### src/rtl/mem_pkg.sv
// mem_pkg: shared types and constants for the data-memory access unit.
//   mau_state_e         : access FSM states (IDLE / ISSUE / WAIT / RESP)
//   OP_LD / OP_ST       : request op encoding (req_is_st value)
//   MAU_DEFAULT_TIMEOUT : default load wait limit (used with MAU_TIMEOUT_EN)
package mem_pkg;

   typedef enum logic [1:0] {
      S_IDLE  = 2'd0,
      S_ISSUE = 2'd1,
      S_WAIT  = 2'd2,
      S_RESP  = 2'd3
   } mau_state_e;

   localparam logic OP_LD = 1'b0;
   localparam logic OP_ST = 1'b1;

   localparam int unsigned MAU_DEFAULT_TIMEOUT = 15;

endpackage

### src/rtl/mem_access_unit_if.sv
// mem_access_unit_if: pipeline request/response handshake plus DM pin bundle.
//   req_*      : load/store request from the execute/memory stage
//   rsp_*      : registered response back to the pipeline
//   stall      : pipeline hold while an access is in flight
//   mem_*      : DM ena/wea/addra/dina/douta/done pins
// Modports: slave = the access unit, master = pipeline + memory side.
interface mem_access_unit_if #(
   parameter int unsigned N = 7
) ();

   logic          req_valid;
   logic          req_ready;
   logic          req_is_st;
   logic [31:0]   req_addr;
   logic [31:0]   req_wdata;
   logic          rsp_valid;
   logic          rsp_ready;
   logic [31:0]   rsp_rdata;
   logic          rsp_err;
   logic          stall;
   logic          mem_ena;
   logic          mem_wea;
   logic [N-1:0]  mem_addra;
   logic [31:0]   mem_dina;
   logic [31:0]   mem_douta;
   logic          mem_done;

   modport slave (
      input  req_valid, req_is_st, req_addr, req_wdata, rsp_ready,
             mem_douta, mem_done,
      output req_ready, rsp_valid, rsp_rdata, rsp_err, stall,
             mem_ena, mem_wea, mem_addra, mem_dina
   );

   modport master (
      output req_valid, req_is_st, req_addr, req_wdata, rsp_ready,
             mem_douta, mem_done,
      input  req_ready, rsp_valid, rsp_rdata, rsp_err, stall,
             mem_ena, mem_wea, mem_addra, mem_dina
   );

endinterface

### src/rtl/mau_addr_check.sv
// mau_addr_check: combinational byte-address check for the DM access unit.
//   addr_i      : 32-bit byte address
//   word_addr_o : DM word address (addr_i[N+1:2])
//   err_o       : 1 when the address is not word aligned or lies beyond 2^N words
module mau_addr_check #(
   parameter int unsigned N = 7
) (
   input  logic [31:0]  addr_i,
   output logic [N-1:0] word_addr_o,
   output logic         err_o
);

   always_comb begin
      word_addr_o = addr_i[N+1:2];
      err_o       = (addr_i[1:0] != 2'b00) || (addr_i[31:N+2] != '0);
   end

endmodule

### src/rtl/mem_access_unit.sv
// mem_access_unit: MEM-stage initiator for the single-port data memory (DM).
// Accepts one load/store per handshake, issues a one-cycle DM access, waits
// for DM done on loads and returns a registered response; stall is high
// whenever the unit is busy.
//   clka, rst_n : clock, asynchronous active-low reset
//   bus (slave) : req_* / rsp_* / stall pipeline side, mem_* DM pins
// Parameters: N (DM word-address width), TIMEOUT (load wait limit).
// Optional feature: define MAU_TIMEOUT_EN to bound the load wait by TIMEOUT
// cycles; an expired wait answers with rsp_err = 1 and rsp_rdata = 0.
module mem_access_unit
   import mem_pkg::*;
#(
   parameter int unsigned N       = 7,
   parameter int unsigned TIMEOUT = MAU_DEFAULT_TIMEOUT
) (
   input  logic          clka,
   input  logic          rst_n,
   mem_access_unit_if.slave bus
);

   if (N < 1 || N > 29) begin : g_bad_n
      $error("mem_access_unit: N must be in 1..29");
   end
   if (TIMEOUT < 1) begin : g_bad_timeout
      $error("mem_access_unit: TIMEOUT must be at least 1");
   end

   mau_state_e   state_q, state_d;
   logic         op_q, op_d;
   logic         req_ready_q, req_ready_d;
   logic         stall_q, stall_d;
   logic         rsp_valid_q, rsp_valid_d;
   logic         rsp_err_q, rsp_err_d;
   logic [31:0]  rsp_rdata_q, rsp_rdata_d;
   logic         mem_ena_q, mem_ena_d;
   logic         mem_wea_q, mem_wea_d;
   logic [N-1:0] mem_addra_q, mem_addra_d;
   logic [31:0]  mem_dina_q, mem_dina_d;

   logic [N-1:0] word_addr;
   logic         addr_err;
   logic         expired;

   mau_addr_check #(.N(N)) u_addr_check (
      .addr_i      (bus.req_addr),
      .word_addr_o (word_addr),
      .err_o       (addr_err)
   );

`ifdef MAU_TIMEOUT_EN
   localparam int unsigned CNT_W = ($clog2(TIMEOUT + 1) < 4) ? 4 : $clog2(TIMEOUT + 1);

   logic [CNT_W-1:0] cnt_q, cnt_d;

   // Compared before the increment: the wait ends on the edge at which the
   // count of elapsed WAIT cycles reaches TIMEOUT.
   assign expired = (cnt_q == CNT_W'(TIMEOUT - 1));

   always_comb begin
      cnt_d = cnt_q;
      if (state_q == S_ISSUE) begin
         cnt_d = '0;
      end else if (state_q == S_WAIT) begin
         cnt_d = cnt_q + 1'b1;
      end
   end

   always_ff @(posedge clka or negedge rst_n) begin
      if (!rst_n) begin
         cnt_q <= '0;
      end else begin
         cnt_q <= cnt_d;
      end
   end
`else
   assign expired = 1'b0;
`endif

   // State register
   always_ff @(posedge clka or negedge rst_n) begin
      if (!rst_n) begin
         state_q <= S_IDLE;
      end else begin
         state_q <= state_d;
      end
   end

   // Next-state logic; done (and expiry) only matter in WAIT, done wins
   always_comb begin
      state_d = state_q;
      case (state_q)
         S_IDLE: begin
            if (bus.req_valid) begin
               state_d = addr_err ? S_RESP : S_ISSUE;
            end
         end
         S_ISSUE: begin
            state_d = (op_q == OP_LD) ? S_WAIT : S_RESP;
         end
         S_WAIT: begin
            if (bus.mem_done || expired) begin
               state_d = S_RESP;
            end
         end
         S_RESP: begin
            if (bus.rsp_ready) begin
               state_d = S_IDLE;
            end
         end
         default: state_d = S_IDLE;
      endcase
   end

   // Output logic: next values of the registered outputs, keyed off the
   // upcoming state so every output changes on the same edge as the state.
   always_comb begin
      op_d        = op_q;
      rsp_rdata_d = rsp_rdata_q;
      rsp_err_d   = rsp_err_q;
      mem_addra_d = mem_addra_q;
      mem_dina_d  = mem_dina_q;

      case (state_q)
         S_IDLE: begin
            if (bus.req_valid) begin
               op_d        = bus.req_is_st;
               rsp_rdata_d = '0;
               rsp_err_d   = addr_err;
               if (!addr_err) begin
                  mem_addra_d = word_addr;
                  mem_dina_d  = bus.req_wdata;
               end
            end
         end
         S_WAIT: begin
            if (bus.mem_done) begin
               rsp_rdata_d = bus.mem_douta;
               rsp_err_d   = 1'b0;
            end else if (expired) begin
               rsp_rdata_d = '0;
               rsp_err_d   = 1'b1;
            end
         end
         S_RESP: begin
            if (bus.rsp_ready) begin
               rsp_rdata_d = '0;
               rsp_err_d   = 1'b0;
            end
         end
         default: ;
      endcase

      req_ready_d = (state_d == S_IDLE);
      stall_d     = (state_d != S_IDLE);
      rsp_valid_d = (state_d == S_RESP);
      mem_ena_d   = (state_d == S_ISSUE);
      mem_wea_d   = (state_d == S_ISSUE) && (op_d == OP_ST);
   end

   always_ff @(posedge clka or negedge rst_n) begin
      if (!rst_n) begin
         op_q        <= OP_LD;
         req_ready_q <= 1'b1;
         stall_q     <= 1'b0;
         rsp_valid_q <= 1'b0;
         rsp_err_q   <= 1'b0;
         rsp_rdata_q <= '0;
         mem_ena_q   <= 1'b0;
         mem_wea_q   <= 1'b0;
         mem_addra_q <= '0;
         mem_dina_q  <= '0;
      end else begin
         op_q        <= op_d;
         req_ready_q <= req_ready_d;
         stall_q     <= stall_d;
         rsp_valid_q <= rsp_valid_d;
         rsp_err_q   <= rsp_err_d;
         rsp_rdata_q <= rsp_rdata_d;
         mem_ena_q   <= mem_ena_d;
         mem_wea_q   <= mem_wea_d;
         mem_addra_q <= mem_addra_d;
         mem_dina_q  <= mem_dina_d;
      end
   end

   assign bus.req_ready = req_ready_q;
   assign bus.stall     = stall_q;
   assign bus.rsp_valid = rsp_valid_q;
   assign bus.rsp_err   = rsp_err_q;
   assign bus.rsp_rdata = rsp_rdata_q;
   assign bus.mem_ena   = mem_ena_q;
   assign bus.mem_wea   = mem_wea_q;
   assign bus.mem_addra = mem_addra_q;
   assign bus.mem_dina  = mem_dina_q;

endmodule

### src/flat_wrapper.sv
// flat-port wrapper written by rule: the top's interface ports become plain ports
module mem_access_unit_flat import mem_pkg::*;
#(
   parameter int unsigned N       = 7,
   parameter int unsigned TIMEOUT = MAU_DEFAULT_TIMEOUT
)
  (clka, rst_n, bus_req_valid, bus_req_is_st, bus_req_addr, bus_req_wdata, bus_rsp_ready, bus_mem_douta, bus_mem_done, bus_req_ready, bus_rsp_valid, bus_rsp_rdata, bus_rsp_err, bus_stall, bus_mem_ena, bus_mem_wea, bus_mem_addra, bus_mem_dina);
  mem_access_unit_if #(.N(N)) bus_i ();
  input  logic clka;
  input  logic rst_n;
  input wire logic [$bits(bus_i.req_valid)-1:0] bus_req_valid;
  input wire logic [$bits(bus_i.req_is_st)-1:0] bus_req_is_st;
  input wire logic [$bits(bus_i.req_addr)-1:0] bus_req_addr;
  input wire logic [$bits(bus_i.req_wdata)-1:0] bus_req_wdata;
  input wire logic [$bits(bus_i.rsp_ready)-1:0] bus_rsp_ready;
  input wire logic [$bits(bus_i.mem_douta)-1:0] bus_mem_douta;
  input wire logic [$bits(bus_i.mem_done)-1:0] bus_mem_done;
  output wire logic [$bits(bus_i.req_ready)-1:0] bus_req_ready;
  output wire logic [$bits(bus_i.rsp_valid)-1:0] bus_rsp_valid;
  output wire logic [$bits(bus_i.rsp_rdata)-1:0] bus_rsp_rdata;
  output wire logic [$bits(bus_i.rsp_err)-1:0] bus_rsp_err;
  output wire logic [$bits(bus_i.stall)-1:0] bus_stall;
  output wire logic [$bits(bus_i.mem_ena)-1:0] bus_mem_ena;
  output wire logic [$bits(bus_i.mem_wea)-1:0] bus_mem_wea;
  output wire logic [$bits(bus_i.mem_addra)-1:0] bus_mem_addra;
  output wire logic [$bits(bus_i.mem_dina)-1:0] bus_mem_dina;
  assign bus_i.req_valid = bus_req_valid;
  assign bus_i.req_is_st = bus_req_is_st;
  assign bus_i.req_addr = bus_req_addr;
  assign bus_i.req_wdata = bus_req_wdata;
  assign bus_i.rsp_ready = bus_rsp_ready;
  assign bus_i.mem_douta = bus_mem_douta;
  assign bus_i.mem_done = bus_mem_done;
  assign bus_req_ready = bus_i.req_ready;
  assign bus_rsp_valid = bus_i.rsp_valid;
  assign bus_rsp_rdata = bus_i.rsp_rdata;
  assign bus_rsp_err = bus_i.rsp_err;
  assign bus_stall = bus_i.stall;
  assign bus_mem_ena = bus_i.mem_ena;
  assign bus_mem_wea = bus_i.mem_wea;
  assign bus_mem_addra = bus_i.mem_addra;
  assign bus_mem_dina = bus_i.mem_dina;
  mem_access_unit #(.N(N), .TIMEOUT(TIMEOUT)) u_core (.clka(clka), .rst_n(rst_n), .bus(bus_i));
endmodule
### config.mk
export PLATFORM = sky130hd
export DESIGN_NAME = mem_access_unit_flat
export DESIGN_NICKNAME = d
export VERILOG_FILES = /design/src/rtl/mem_pkg.sv /design/src/rtl/mem_access_unit_if.sv /design/src/rtl/mau_addr_check.sv /design/src/rtl/mem_access_unit.sv /design/src/flat_wrapper.sv
export SDC_FILE = /design/constraint.sdc
export NUM_CORES = 1
export LEC_CHECK = 0
export ABC_AREA = 1
export BUFFER_PORTS_ARGS = -buffer_cell sky130_fd_sc_hd__buf_4
export CAP_MARGIN = 20
export CELL_PAD_IN_SITES_DETAIL_PLACEMENT = 0
export CELL_PAD_IN_SITES_GLOBAL_PLACEMENT = 1
export CORE_MARGIN = 2
export CORE_UTILIZATION = 34
export CTS_CLUSTER_SIZE = 16
export DETAILED_ROUTE_END_ITERATION = 7
export HOLD_SLACK_MARGIN = 0.1
export PLACE_DENSITY_LB_ADDON = 0.1
export SLEW_MARGIN = 20
export SYNTH_ARGS = -nofsm -noshare
export SYNTH_HDL_FRONTEND = slang
export SYNTH_SLANG_ARGS = --single-unit
### constraint.sdc
create_clock -name clka -period 3.2 [get_ports clka]
set_clock_uncertainty 0.1 [all_clocks]
set_input_delay 0 -clock clka [delete_from_list [all_inputs] [get_ports clka]]
set_output_delay 0 -clock clka [all_outputs]
set_load 0.02 [all_outputs]
# Word-level counts from Yosys, hierarchy flattened
# Cells that the tools add are included.
word_totals:
  reg_bits: 80
  inputBits: 102
  output_inout_bits: 77
op_classes:
  bitwise: 1
  n_eq_ne: 8
  n_mux: 16
  reduce_logical: 10
ops:
  columns: ["op", "n"]
  rows:
  - ["32-bit two-way mux", 3]
  - ["32-bit case mux with 3 select lines", 1]
  - ["23-bit nonzero test", 1]
  - ["2-bit two-way mux", 4]
  - ["2-bit case mux with 4 select lines", 1]
  - ["2-bit equality test (second input constant)", 3]
  - ["1-bit two-way mux", 6]
  - ["2-bit inequality test (second input constant)", 3]
  - ["2-bit by 1-bit equality test with 1-bit output (second input constant)", 2]
  - ["2-bit logical NOT", 2]
  - ["4-bit AND reduction", 1]
  - ["2-bit nonzero test", 2]
  - ["1-bit case mux with 3 select lines", 1]
  - ["3-bit AND reduction", 1]
  - ["3-bit nonzero test", 1]
  - ["1-bit logical AND", 1]
  - ["1-bit logical OR", 1]
  - ["1-bit NOT", 1]

# Longest topological paths before layout
# Gate-level depths: netlist of the first run.
depth:
  ltp_word: 7
  mapped_depth: 8
  ltp_nobuf: 7

# By module
# From an unflattened synthesis of the first run, not the netlist that was laid out.
hier_totals:
  hier_cells: 446
  area_unflattened_um2: 3507.1
by_module_without_submodules:
  columns: ["module", "cells_each", "instances", "area_per_inst_um2", "seq_area_each_um2"]
  rows:
  - ["mem_access_unit", 416, 1, 3365.7, 2003.2]
  - ["mau_addr_check", 30, 1, 141.4, 0.0]

# Least setup slack after synthesis of the first run
# OpenSTA, ideal clock, no wires.
synth_path:
  path_type: "register to register"
  start: "reg u_core.state_q[0]"
  end: "reg u_core.rsp_rdata_q[15] (netlist: u_core.bus.rsp_rdata[15])"
  stages_incl_launch_ff: 8
  path_slack_ps: 1801
  setup_ps: 126
  n_path_buf: 2
  t_arrival_ps: 1173
  required_ps: 2974
  cell_sequence: "dfrtp_1 > nor2_2 > nand2_1 > a21boi_2 > buf_6 > buf_4 > nand3_1 > o21ai_0"
synth_via:
  elab_chain_len: 3
  elab_cells_between_ends: 9
  cone_classes: "eq/ne: 5; mux: 1; reduce/logical: 3"
synth_rtl:
  columns: ["element", "line_no", "rtl"]
  rows:
  - ["from (decl)", "mem_access_unit.sv:28", "mau_state_e state_q, state_d;"]
  - ["from (signal assigned)", "mem_access_unit.sv:84", "state_q <= state_d;"]
  - ["2-bit equality test / 2-bit logical NOT (equally long branches)", "mem_access_unit.sv:123", "case (state_q)"]
  - ["2-bit inequality test (no source line) / 3-bit nonzero test (equally long branches)", null, null]
  - ["4-bit AND reduction (no source line)", null, null]
  - ["to (signal assigned)", "mem_access_unit.sv:178", "rsp_rdata_q <= rsp_rdata_d;"]
  - ["to (decl)", "mem_access_unit.sv:34", "logic [31:0] rsp_rdata_q, rsp_rdata_d;"]
# Parallel ways exist; a longest one is shown, timed or not.
# A chain may end at the register's enable or synchronous reset.

# Worst setup path after layout of the first run
layout_path:
  start: "reg u_core.state_q[1]"
  end: "reg u_core.stall_q (netlist: u_core.bus.stall)"
layout_via:
  elab_chain_len: 3
  elab_cells_between_ends: 9
  cone_classes: "eq/ne: 3; mux: 4; reduce/logical: 2"
layout_rtl:
  columns: ["element", "line_no", "rtl"]
  rows:
  - ["2-bit equality test, or another cell as far along", "mem_access_unit.sv:91", "case (state_q)"]
  - ["2-bit case mux with 4 select lines *", "mem_access_unit.sv:91", null]
  - ["2-bit nonzero test *", "mem_access_unit.sv:154", "stall_d = (state_d != S_IDLE);"]
  - ["named net u_core.stall_d", "mem_access_unit.sv:31", "logic stall_q, stall_d;"]
  - ["to (signal assigned)", "mem_access_unit.sv:175", "stall_q <= stall_d;"]
  - ["to (decl)", "mem_access_unit.sv:31", null]
# Mark *: on every way through the listed nets, which the timed path passes. The rest lies on a longest branch.

==> summary.md, run 1 <==
| Metric | Value |
|---|---|
| H-tree levels | `3` |
| Dpl hpwl | `just over 6000 um` |
| Post-synthesis cell count | `365` |
| Full die area | `about 10,000 sq um` |
| Syn nets | `467` |
| Req. time, crit path | `around 3.3 ns` |
| Total track usage | `~18%` |
| IR drop worst, VDD | `~0.00033 V` |
| Vias in the first global route | `between 3,000 and 4,000` |
| Layout cells sized above 1 | `32.7%` |
| Max-slew violation count | `0` |
| Setup TNS | `0 ns` |
| Post-cts sizing count | `0` |
| Max stage delay cell, worst path | `dlygate4sd3_1` |
| Area Growth Syn to Fin | `72.7%` |
| Netlist Area Pre-Place | `approximately 3300 sq um` |
| Part of the Yosys area used for sequential elements | `between 60% and 70%` |
| Pwr Total | `0.00320 W` |
| Leak Pwr | `roughly 3.0 nW` |
| Worst Hold Slack | `about 0.14 ns` |
| Clock tree from TritonCTS | `done` |
| Root Driver | `clkbuf_8` |
| Initial Utilization | `35.3%` |
| Pin count of the biggest net entering global routing | `between 80 and 90` |
| Antenna violations before repair | `0` |
| Main area contributors after synthesis | `dfrtp_1 60%, nand2_1 15%, nand3_1 5.8%` |
| Slowest cell delay on critical path | `around 0.6 ns` |
| Clock buffer depth | `2` |
| Period utilisation layout | `between 70% and 80%` |
| Chip width | `102 um` |
| Gpl congestion | `approximately 0.74` |
| Drt first pass iters | `4` |
| Synth top area share | `60.4%` |
| Final setup vio count | `0` |
| Synth area leader | `dfrtp_1` |
| Nets | `a little over 700` |
| CP most frequent cell | `dlygate4sd3_1` |
| Min-delay worst type | `primary input to asynchronous set/reset pin` |
| Power per cell area | `roughly 570 nW/um^2` |
| Post-synth cell types | `21` |
| Drt total wl | `9290 um` |
| Max FO, Critical Path | `4` |
| Final core utilization | `between 60% and 70%` |
| Routed Antenna Nets | `0` |
| Syn_area_per_cell | `8.97 sq um` |
| First-pass GRT wire length | `around 15,000 um` |
| Yosys warns | `0` |
| Vias | `~3,200` |
| Most common cell after layout, fill and taps aside | `buf_4` |
| Count of buffers inserted at the top-level ports | `178` |
| Slew margin rel. | `51.5%` |
| Die Span Y | `around 100 um` |
| Critical Setup Path Class | `flip-flop to flip-flop` |
| Hold Violations, Final | `0` |
| CP arrival | `2.53 ns` |
| Most frequent cells in the layout | `180 x buf_4, 128 x nand2_1, 80 x dlygate4sd3_1` |
| Startpoint class of the critical path | `flip-flop` |
| DR vias/cell | `about 4.2` |
| Antenna Cells | `0` |
| Fmax | `about 410 MHz` |
| Max Cap Viol | `0` |
| Core Footprint | `~9300 sq um` |
| Status | `finished, final reports clean` |
| Clock Pin Slew Worst Setup and Hold Paths | `roughly 0.08 ns` |
| Worst-Skew Late Latency | `0.34 ns` |
| CTS Buf Count | `9` |
| Drt initial violations | `109` |
| Min cycle time layout | `around 2.4 ns` |
| Congestion Overflow GR | `0` |
| Filler cells | `819` |
| Actual slew at the worst max-slew pin | `between 0.7 and 0.8 ns` |
| Crit-path cells | `inv_1 -> o21bai_2 -> o211ai_1 -> dlygate4sd3_1 -> nand2_1 -> dlygate4sd3_1 -> nand3_1` |
| DR DRC count | `0` |
| #FFs+latches synth | `80` |
| Drt wl/cell | `~12 um` |
| Row count | `35` |
| RSZ-0062 raised after global routing | `no` |
| Clock tree sinks | `80` |
| # IOs | `~180` |
| CP endpoint kind | `flip-flop` |
## layout make-up
cell class / count / area, sq um / share of cell area (%)
Tap cell: 129 / 161 / 2.85
Clock inverter: 5 / 58.8 / 1.04
Clock buffer: 10 / 128 / 2.26
Inverter: 44 / 165 / 2.92
Timing Repair Buffer: 261 / 2160 / 38.3
Multi-Input combinational cell: 223 / 976 / 17.3
Sequential cell: 80 / 2000 / 35.4
## synthesized netlist by cell type
| library cell | count |
|---|---|
| o21bai_2 | 1 |
| nand2_1 | 128 |
| inv_2 | 2 |
| o211ai_1 | 1 |
| inv_1 | 42 |
| a21oi_1 | 1 |
| dfstp_2 | 1 |
| buf_2 | 6 |
| nor2_2 | 1 |
| nand3_1 | 38 |
| nor2_4 | 1 |
| nand4_2 | 1 |
| buf_4 | 1 |
| nor2_1 | 16 |
| a21boi_2 | 1 |
| o21ai_0 | 14 |
| dfrtp_1 | 79 |
| clkbuf_1 | 2 |
| clkbuf_2 | 1 |
| buf_6 | 8 |
| o21ai_1 | 20 |
## routing by layer
metal	part of all wire, %	global-route usage, %	vias to the layer above
li1	-	-	1630
met1	44	23.1	1432
met2	49	30.3	112
met3	6.1	3.35	10
met4	1.4	7.18	0
met5	0	0	-
## sequential cells by signal, indices dropped and copies added, names as in the netlist
signal,cells
u_core.bus.mem_dina,32
u_core.bus.rsp_rdata,32
u_core.bus.mem_addra,7
u_core.state_q,2
u_core.bus.mem_ena,1
u_core.bus.mem_wea,1
u_core.bus.req_ready,1
u_core.bus.rsp_err,1
u_core.bus.rsp_valid,1
u_core.bus.stall,1
u_core.op_q,1
## power breakdown
group          internal (W)  switching [W]  leakage, nW  total [W]
clock network      0.000357       0.000365       0.0883   0.000722
logic              0.000519       0.000680         1.87    0.00120
registers           0.00119      0.0000940         1.07    0.00128
total               0.00206        0.00114         3.03    0.00320
## path summary, 6_finish.rpt
check	startpoint	end	slack (ns)	cells past startpoint
worst min register to register	u_core.bus.mem_dina[18]$_DFFE_PN0P_	u_core.bus.mem_dina[18]$_DFFE_PN0P_	0.39	2
worst max-delay path	u_core.state_q[1]$_DFF_PN0_	u_core.bus.stall$_DFF_PN0_	0.78	7
worst min-delay path	rst_n	u_core.bus.stall$_DFF_PN0_	0.14	2
worst max register to register	u_core.state_q[1]$_DFF_PN0_	u_core.bus.stall$_DFF_PN0_	0.78	7
min in group clka	bus_req_wdata[11]	u_core.bus.mem_dina[11]$_DFFE_PN0P_	0.29	4
max in group asynchronous	rst_n	u_core.bus.mem_addra[1]$_DFFE_PN0P_	2.34	2
## critical path, delay by kind of cell (launching register included)
family,cells,cell delay [ns]
flip-flops,1,0.42
AND/OR/NAND/NOR,2,0.20
buffers and inverters,3,1.28
AO/OA/AOI/OAI,2,0.30
## cell families (layout without fill, tap and decap cells)
group | count (synthesis) | count (layout) | share of synthesized area, %
flip-flops | 80 | 80 | 61.2
AND/OR/NAND/NOR | 185 | 185 | 23.2
buffers and inverters | 62 | 320 | 9.32
AO/OA/AOI/OAI | 38 | 38 | 6.27
## timing repair
| action | in CTS | in global routing |
|---|---|---|
| endpoints found under the setup margin | 0 | 0 |
| endpoints found under the hold margin | 158 | 0 |
| hold buffers | 80 | 0 |
| buffers inserted | 0 | 0 |
## stage by stage
stage,worst slack [ns],instances,instance area (sq um)
after detailed placement,1.06,657,4660
after global routing,0.643,752,5660
after CTS,0.789,752,5650
after floorplan,1.80,365,3270
after global placement,1.13,657,4660
final,0.777,752,5660
(Power assumes the default switching activity.)
==> run 2: changes to the inputs <==
- CORE_UTILIZATION: 34 -> 28
- clock period: 3.2 -> 2.1 ns (I/O delays scaled with it)
==> run 2 against run 1 <==
  * Critical path depth increased by 3
  * Worst setup slack worse by 0.73 ns
  * Cell count rose by 5.5%
  * Utilization shrank 7.8 points
  * Sequential power grew 52%
  * Hold slack improved by 0.16 ns
  * Flip-flop and latch count did not move
  * Combinational power increased by 58%
  * Global-route usage shrank 1.1 points
  * Total power increased by 63%
  * Critical path type is now primary input to flip-flop
  * Largest cell class unchanged
  * Largest power group unchanged
==> summary.md, run 2 (same netlist as run 1, synthesis figures left out) <==
| Metric | Value |
|---|---|
| Slew margin rel. | `roughly 65%` |
| Final setup vio count | `0` |
| Final core utilization | `53.1%` |
| Drt first pass iters | `4` |
| CTS Buf Count | `9` |
| Drt total wl | `10,300 um` |
| IR drop worst, VDD | `0.000520 V` |
| Max Cap Viol | `0` |
| Row count | `39` |
| Drt wl/cell | `13.0 um` |
| Vias in the first global route | `around 3,500` |
| FF-to-FF path depth | `6` |
| Vias | `between 3,000 and 4,000` |
| Area Growth Syn to Fin | `85.1%` |
| R2r setup slk | `between 0.2 and 0.3 ns` |
| Actual slew at the worst max-slew pin | `approximately 0.52 ns` |
| Hold depth | `5` |
| Dpl hpwl | `approximately 6300 um` |
| Total track usage | `17.0%` |
| Worst R2R End | `u_core.bus.stall$_DFF_PN0_` |
| Pin count of the biggest net entering global routing | `66` |
| Setup TNS | `0 ns` |
| Clock tree sinks | `80` |
| Most frequent cells in the layout | `180 x buf_4, 128 x nand2_1, 104 x dlygate4sd3_1` |
| Filler cells | `between 1,000 and 1,500` |
| Root Driver | `clkbuf_16` |
| Clock tree from TritonCTS | `done` |
| Sequential cell area | `~2000 sq um` |
| Congestion Overflow GR | `0` |
| Post-CTS Setup Bufs | `0` |
| DR vias/cell | `~4.3` |
| Fmax | `between 400 and 500 MHz` |
| Worst setup startpoint | `bus_req_addr[29]` |
| Chip width | `between 100 and 150 um` |
| Die Span Y | `112 um` |
| Max stage delay cell, worst path | `dlygate4sd3_1` |
| First-pass GRT wire length | `between 15,000 and 20,000 um` |
| Initial Utilization | `approximately 29%` |
| Core Footprint | `about 11,000 sq um` |
| Setup crit end | `u_core.bus.mem_dina[14]$_DFFE_PN0P_` |
| CP most frequent cell | `nand2_1` |
| Fin cells | `between 700 and 800` |
| Max FO, Critical Path | `40` |
| CP arrival | `2.17 ns` |
| Clock Pin Slew Worst Setup and Hold Paths | `~0.050 ns` |
| H-tree levels | `3` |
| Reg-to-Reg Start | `u_core.state_q[1]$_DFF_PN0_` |
| Cells after DPL | `675` |
| Antenna Cells | `0` |
| Most common cell after layout, fill and taps aside | `buf_4` |
| Status | `finished, final reports clean` |
| Min-delay worst type | `primary input to flip-flop` |
| Full die area | `~13,000 sq um` |
| CP endpoint kind | `flip-flop` |
| Gpl congestion | `approximately 0.73` |
| Drt initial violations | `126` |
| Worst-Skew Late Latency | `between 0.3 and 0.4 ns` |
| Clock buffer depth | `2` |
| Min cycle time layout | `between 2 and 2.5 ns` |
| RSZ-0062 raised after global routing | `yes` |
| Count of buffers inserted at the top-level ports | `between 150 and 200` |
| Multi-input combinational cell area | `between 900 and 1000 sq um` |
| Layout cells sized above 1 | `roughly 32%` |
| Leak Pwr | `roughly 3.2 nW` |
| Antenna violations before repair | `0` |
| Critical Setup Path Class | `primary input to flip-flop` |
| Slowest cell delay on critical path | `around 0.58 ns` |
| Req. time, crit path | `about 2.2 ns` |
| Routed Antenna Nets | `0` |
| Hold Violations, Final | `0` |
| Power per cell area | `about 860 nW/um^2` |
| # IOs | `between 150 and 200` |
| DR DRC count | `0` |
| Period utilisation layout | `a little over nine tenths` |
| Nets | `749` |
| Max-slew violation count | `0` |
| Crit-path cells | `dlygate4sd3_1 -> buf_4 -> nor2_1 -> dlygate4sd3_1 -> nand2_1 -> nor2_2 -> nand4_2 -> buf_6 -> nand2_1 -> nand2_1` |
| Startpoint class of the critical path | `primary input` |
| Pwr Total | `between 0.005 and 0.006 W` |
[run 2: cell types whose count changed in the layout (fill, tap and decap cells not counted), sizes merged]
cell         change
buf              +4
bufinv           -1
clkbuf           +3
clkinv           -1
clkinvlp         -2
dlygate4sd3     +24
[run 2: final cells by class]
cell class	instances	share of cell area, %
Clock inverter	1	0.0826
Sequential cell	80	33.1
Inverter	44	2.73
Clock buffer	13	4.13
Timing Repair Buffer	289	40.8
Tap cell	143	2.95
Multi-Input combinational cell	223	16.2
[run 2: per-stage QoR]
stage | instance area (sq um) | setup WS [ns] | hold WS [ns]
2_1_floorplan | 3270 | 0.701 | -0.396
4_1_cts | 6030 | 0.0727 | 0.284
3_5_place_dp | 4740 | 0.512 | -0.233
6_report | 6060 | 0.0479 | 0.297
5_1_grt | 6060 | -0.00784 | 0.307
3_3_place_gp | 4740 | 0.544 | -0.233
[run 2: routing by layer]
| metal | global-route usage (%) | routed length (um) | part of all wire (%) |
|---|---|---|---|
| met1 | 21.0 | 4470 | 43 |
| met2 | 26.6 | 4730 | 46 |
| met4 | 9.27 | 350 | 3.4 |
| met5 | 0 | 0 | 0 |
| met3 | 5.18 | 732 | 7.1 |
[run 2: power breakdown]
group,switching (W),internal [W],total [W]
Combinational,0.00106,0.000825,0.00189
Sequential,0.000139,0.00181,0.00195
Clock,0.000564,0.000818,0.00138
Total,0.00177,0.00346,0.00522
[run 2: worst min-delay path by stage]
stage / end / slack, ns / startpoint
6_report: u_core.bus.rsp_rdata[5]$_DFFE_PN0P_ / 0.30 / bus_mem_done
5_1_grt: u_core.bus.mem_dina[4]$_DFFE_PN0P_ / 0.31 / bus_req_wdata[4]
4_1_cts: u_core.bus.mem_dina[4]$_DFFE_PN0P_ / 0.28 / bus_req_wdata[4]
3_5_place_dp: u_core.bus.rsp_rdata[3]$_DFFE_PN0P_ / -0.23 / rst_n
3_3_place_gp: u_core.bus.rsp_rdata[4]$_DFFE_PN0P_ / -0.23 / rst_n
2_1_floorplan: u_core.bus.mem_addra[0]$_DFFE_PN0P_ / -0.40 / rst_n
[run 2: repair_timing]
item                                    in CTS  in global routing
gates resized for setup                      0                  8
hold buffers                               104                  0
endpoints found under the setup margin       0                 41
endpoints found under the hold margin      159                  0
[run 2: worst max-delay path, delay by kind of cell]
kind	cells	cell delay (ns)
buffers and inverters	4	1.49
and+or+nand+nor	6	0.63
